<file path="config.mk">
export PLATFORM = sky130hd
export DESIGN_NAME = parallel_serial_tx
export DESIGN_NICKNAME = d
export VERILOG_FILES = /design/src/rtl/phy_pkg.sv /design/src/rtl/ps_shift8.sv /design/src/rtl/parallel_serial_tx.sv
export SDC_FILE = /design/constraint.sdc
export NUM_CORES = 1
export LEC_CHECK = 0
export ABC_AREA = 1
export BUFFER_PORTS_ARGS = -buffer_cell sky130_fd_sc_hd__buf_2
export CAP_MARGIN = 10
export CORE_MARGIN = 10
export CORE_UTILIZATION = 52
export CTS_BUF_LIST = sky130_fd_sc_hd__clkbuf_8
export DETAILED_ROUTE_END_ITERATION = 16
export PLACE_DENSITY = 0.76
export SLEW_MARGIN = 20
export SYNTH_ARGS = -nofsm -noshare
export SYNTH_HDL_FRONTEND = slang
export SYNTH_HIERARCHICAL = 1
export SYNTH_SLANG_ARGS = --single-unit
</file>
<file path="constraint.sdc">
create_clock -name clk_32f -period 2.5 [get_ports clk_32f]
set_input_delay 0.25 -clock clk_32f [delete_from_list [all_inputs] [get_ports clk_32f]]
set_output_delay 0.25 -clock clk_32f [all_outputs]
set_load 0.03 [all_outputs]
</file>
<file path="src/rtl/phy_pkg.sv">
// Shared PHY lane definitions: comma symbol, byte width and serializer states.
// Also used by the serial-to-parallel receiver.
package phy_pkg;

  localparam logic [7:0]  COMMA_SYM = 8'hBC;
  localparam int unsigned BYTE_W    = 8;

  typedef enum logic {
    SYNC = 1'b0,
    RUN  = 1'b1
  } state_e;

  // Saturating 16-bit increment.
  function automatic logic [15:0] sat_inc16(input logic [15:0] val);
    return (val == 16'hFFFF) ? val : val + 16'd1;
  endfunction

endpackage

</file>
<file path="src/rtl/ps_shift8.sv">
// 8-bit MSB-first load/shift register with its 3-bit bit counter.
// The counter resets to 7 so the first edge after reset is a load edge.
module ps_shift8
  import phy_pkg::*;
(
  input  logic              clk_32f,
  input  logic              reset,
  input  logic [BYTE_W-1:0] i_next_byte,
  output logic              o_msb,
  output logic              o_last_bit
);

  logic [BYTE_W-1:0] r_sr;
  logic [2:0]        r_bit_cnt;
  logic              w_last_bit;

  assign w_last_bit = (r_bit_cnt == 3'd7);

  always_ff @(posedge clk_32f or posedge reset) begin
    if (reset) begin
      r_sr      <= '0;
      r_bit_cnt <= 3'd7;
    end else if (w_last_bit) begin
      r_sr      <= i_next_byte;
      r_bit_cnt <= 3'd0;
    end else begin
      r_sr      <= {r_sr[BYTE_W-2:0], 1'b0};
      r_bit_cnt <= r_bit_cnt + 3'd1;
    end
  end

  assign o_msb      = r_sr[BYTE_W-1];
  assign o_last_bit = w_last_bit;

endmodule

</file>
<file path="src/rtl/parallel_serial_tx.sv">
// PHY lane serializer: sends SYNC_COMMAS commas after reset, then one byte per 8 clk_32f
// cycles MSB-first, filling idle slots with COMMA. Define PARALLEL_SERIAL_TX_BYTE_COUNT_EN
// to add a saturating count of transmitted data bytes.
module parallel_serial_tx
  import phy_pkg::*;
#(
  parameter logic [7:0]  COMMA       = COMMA_SYM,
  parameter int unsigned SYNC_COMMAS = 4,
  parameter int unsigned DATA_W      = BYTE_W
) (
  input  logic              clk_32f,
  input  logic              reset,
  input  logic [DATA_W-1:0] data_in,
  input  logic              valid_in,
  output logic              data_out,
  output logic              ready,
  output logic              active
`ifdef PARALLEL_SERIAL_TX_BYTE_COUNT_EN
  ,
  output logic [15:0]       byte_count
`endif
);

  if (DATA_W != BYTE_W) begin : g_bad_data_w
    $error("parallel_serial_tx: DATA_W must be 8");
  end
  if (SYNC_COMMAS < 1 || SYNC_COMMAS > 15) begin : g_bad_sync_commas
    $error("parallel_serial_tx: SYNC_COMMAS must be in 1..15");
  end

  localparam logic [3:0] LAST_COMMA = 4'(SYNC_COMMAS - 1);

  state_e            r_state;
  state_e            w_state_d;
  logic [3:0]        r_comma_cnt;
  logic [3:0]        w_comma_cnt_d;
  logic [BYTE_W-1:0] w_next_byte;
  logic              w_last_bit;
  logic              w_msb;

  ps_shift8 u_shift (
    .clk_32f     (clk_32f),
    .reset       (reset),
    .i_next_byte (w_next_byte),
    .o_msb       (w_msb),
    .o_last_bit  (w_last_bit)
  );

  always_ff @(posedge clk_32f or posedge reset) begin
    if (reset) begin
      r_state     <= SYNC;
      r_comma_cnt <= 4'd0;
    end else begin
      r_state     <= w_state_d;
      r_comma_cnt <= w_comma_cnt_d;
    end
  end

  // Next byte is only consumed by the shifter on a last-bit edge.
  always_comb begin
    w_state_d     = r_state;
    w_comma_cnt_d = r_comma_cnt;
    w_next_byte   = COMMA;
    case (r_state)
      SYNC: begin
        if (w_last_bit) begin
          w_comma_cnt_d = r_comma_cnt + 4'd1;
          if (r_comma_cnt == LAST_COMMA) begin
            w_state_d = RUN;
          end
        end
      end
      RUN: begin
        if (valid_in) begin
          w_next_byte = data_in;
        end
      end
      default: begin
        w_state_d = SYNC;
      end
    endcase
  end

  assign data_out = w_msb;
  assign active   = (r_state == RUN);
  assign ready    = (r_state == RUN) && w_last_bit;

`ifdef PARALLEL_SERIAL_TX_BYTE_COUNT_EN
  logic [15:0] r_byte_count;

  always_ff @(posedge clk_32f or posedge reset) begin
    if (reset) begin
      r_byte_count <= 16'd0;
    end else if (ready && valid_in) begin
      r_byte_count <= sat_inc16(r_byte_count);
    end
  end

  assign byte_count = r_byte_count;
`endif

endmodule

</file>
==> impl_summary.log <==
[metrics] overall die height: roughly 57 um
[metrics] worst path cell trace: ha_1 -> ha_1 -> nand2_1 -> inv_1 -> buf_2
[metrics] clock sinks: 16
[metrics] router iterations before antenna repair: 4
[metrics] post-layout total power: ~480 uW
[metrics] hold violation total from the final report: 0
[metrics] async set-reset flop share out of synthesis: between 90% and 100%
[metrics] total global routing overflow: 0
[metrics] Setup crit end: ready
[metrics] vias per cell: 4.530
[metrics] main area contributors after synthesis: dfrtp_1 45%, nand2_1 16%, dfstp_2 11%
[metrics] Post-synth EDFFs: 0
[metrics] Buf+Inv Stages, Crit Path: 2
[metrics] Std-Cell Core Area: 1301 um2
[metrics] wire length of the first global-routing pass: 2242 um
[metrics] hold path startpoint: data_in[3]
[metrics] CTS clock-pin slew for the worst setup and hold paths: ~0.060 ns
[metrics] path depth of the worst reg2reg path: 5
[metrics] net count of the finished layout: 115
[metrics] ANT cells: 0
[metrics] Max IR drop VDD: approximately 0.28 mV
[metrics] cell area reported after detailed placement: 798.3 um2
[metrics] Worst-Margin Slew: between 0.5 and 0.6 ns
[metrics] leading post-synthesis cells by instance count: 31 x nand2_1, 13 x dfrtp_1, 10 x inv_1
[metrics] Post-Syn Instances: 83
[metrics] Net Count, Synth: 97
[metrics] Worst setup SP type: flop
[metrics] CP delay by family, top: adder cells
[metrics] worst setup path start: u_shift/r_bit_cnt[0]
[metrics] HP Class: in -> reg
[metrics] total power density per cell area: 568.0 nW/um2
[metrics] buffer cell driving the clock tree root: clkbuf_8
[metrics] share of the cycle needed by the critical path after routing: 79.22%
[metrics] Critical R2R Launch: u_shift/r_bit_cnt[0]
[metrics] Synth warnings: 6
[metrics] # DRC: 0
[metrics] number of buffer cells added on primary ports: 13
[metrics] final critical-path required period: 1.980 ns
[metrics] number of global-route vias before repair: roughly 530
[metrics] share of cells above drive strength 1: 24.00%
[metrics] wire length reported by the detailed router: 1267 um
[metrics] post-synthesis instance area: 725.7 um2
[metrics] sequential share of the synthesized area: approximately 56%
[metrics] cell area after layout: 853.3 um2
[metrics] number of H-tree branching levels: 1
[metrics] required arrival time at the worst endpoint: 2.25 ns
[metrics] GRT Overall Usage: under 10%
[metrics] most common flop cell mapped by yosys: dfrtp_1
[metrics] starting density of the core: 55.77%
[metrics] final setup vio count: 0
[metrics] post-synthesis sequential element count: 16
[metrics] detailed-route wire length per cell: between 10 and 15 um
[metrics] Chip Width: 57.36 um
[metrics] final setup margin: 0.5195 ns
[metrics] worst rel slew slack: between 60 and 70%
[metrics] Worst Clk Skew: 0.006364 ns
[metrics] highest attainable clock frequency: 0.5049 GHz
[metrics] CTS tree: built
[metrics] number of buffers added by the clock tree synthesis step: 3
[metrics] Maximum Capacitance Violations: 0
[metrics] static leakage power: 0.0004843 uW
[metrics] largest area contributor in the synthesized netlist: dfrtp_1
[metrics] Worst path depth: 5
[metrics] source-to-sink clock delay at the later pin of the worst-skew pair: 0.25 ns
[metrics] top-area cell type share of the netlist area: 44.83%
[metrics] initial antenna violation count: 0
[metrics] number of nets with antenna violations after routing: 0
[metrics] critical path class: reg -> out
[metrics] final total negative setup slack: 0 ns
[metrics] Die Area: approximately 3300 um2
[metrics] worst setup slack after placement: 0.7795 ns
[metrics] slack of the worst reg-to-reg path: ~0.84 ns
[metrics] pin count of the biggest net entering global routing: 14
[metrics] initial DRC count: 7
[metrics] total via count after detailed routing: 521
[metrics] layout overhead on the synthesized area: 17.59%
[metrics] kind of capture point of the worst setup path: primary output
[metrics] post-route worst hold slack: 0.2874 ns
[metrics] average cell area after synthesis: 8.743 um2
[metrics] HPWL after detailed placement: roughly 1000 um
[metrics] CP most frequent cell: ha_1
[metrics] Worst path max stage delay: ~0.53 ns
[metrics] Crit-path slowest cell: dfstp_2
[metrics] Routability Congestion: 0.7299
[metrics] fill cell total of the finished layout: 108
[metrics] RSZ-0062 raised after global routing: false
[metrics] run status: complete, no violations
[metrics] post-synth cell types: 15
[metrics] endpoint of the worst register-to-register path: r_comma_cnt[2]
[metrics] Worst EP arrival: 1.73 ns
[metrics] number of buffers between clock root and the deepest sink: 2
[metrics] dominant cell by count in the synthesized netlist: nand2_1
[metrics] final number of max-transition violations: 0
[metrics] worst-path fanout max: 13
[metrics] number of placement rows: 13
[metrics] I/O pin cnt: 14
## metal layers
metal	part of all wire, %	up-vias	global-route usage, %
met2	45	12	12.12
met1	48	229	10.38
met3	6.8	0	4.204
met5	0	-	0
met4	0	0	4.027
li1	-	280	-
## state kept, by name, indices dropped and copies added (netlist names)
signal / count
u_shift/r_bit_cnt: 3
u_shift/r_sr: 8
active: 1
r_comma_cnt: 4
## area by class of cell
type	instances	area (um2)	area share [%]
clock buffers	3	41.29	4.839
multi-input cells	53	261.5	30.65
well taps	15	18.77	2.199
flip-flops and latches	16	404.1	47.36
repair buffers	14	75.07	8.798
clock inverters	1	3.754	0.4399
inverters	13	48.80	5.718
## where the power goes
group          leakage (uW)  internal [uW]  switching (uW)
Combinational      0.000272           12.2            15.4
Clock             0.0000269            109            82.1
Sequential         0.000185            265            1.55
## logic make-up (layout without fill, tap and decap cells)
group	count (synthesis)	after routing	synth area share, %
compound gates	2	2	1.724
xor+xnor	1	1	1.207
fa+ha+maj	3	3	5.173
buf+inv	14	31	8.276
flops	16	16	55.69
simple gates	47	47	27.93
## metrics by stage
stage               util, %  std cells
global placement      61.35        110
finish                65.58        115
global route          65.58        115
floorplan                 -         83
detailed placement    61.35        110
CTS                   65.58        115
## worst min-delay path by stage
| stage | cells past startpoint | slack, ns | end |
|---|---|---|---|
| 4_1_cts | 4 | 0.29 | u_shift/r_sr[4] |
| 5_1_grt | 4 | 0.29 | u_shift/r_sr[4] |
| 6_report | 4 | 0.29 | u_shift/r_sr[3] |
| 2_1_floorplan | 1 | 0.03 | active |
| 3_5_place_dp | 2 | 0.17 | r_comma_cnt[3] |
| 3_3_place_gp | 2 | 0.17 | r_comma_cnt[3] |
## placed cells by master (no fill, tap or decap)
cell,n
buf_2,13
ha_1,3
o21ai_0,1
nand2_4,1
dfstp_2,3
clkbuf_8,3
nand2_2,1
inv_2,3
dlygate4sd3_1,1
o21bai_1,1
dfrtp_1,13
nand3_1,3
xor2_1,1
nor2_1,6
inv_1,11
nand2_1,31
or2_1,5
## worst register-to-register path, cell delays in order, from the launching register on
cell	delay, ns
dfstp_2	0.53
ha_1	0.14
ha_1	0.47
nand2_4	0.13
o21ai_0	0.19
nand2_1	0.08
## what timing repair did
item	CTS	global route
buffers inserted	0	0
endpoints found under the hold margin	5	0
resized for setup	0	0
hold buffers	1	0
(Power assumes the default switching activity.)
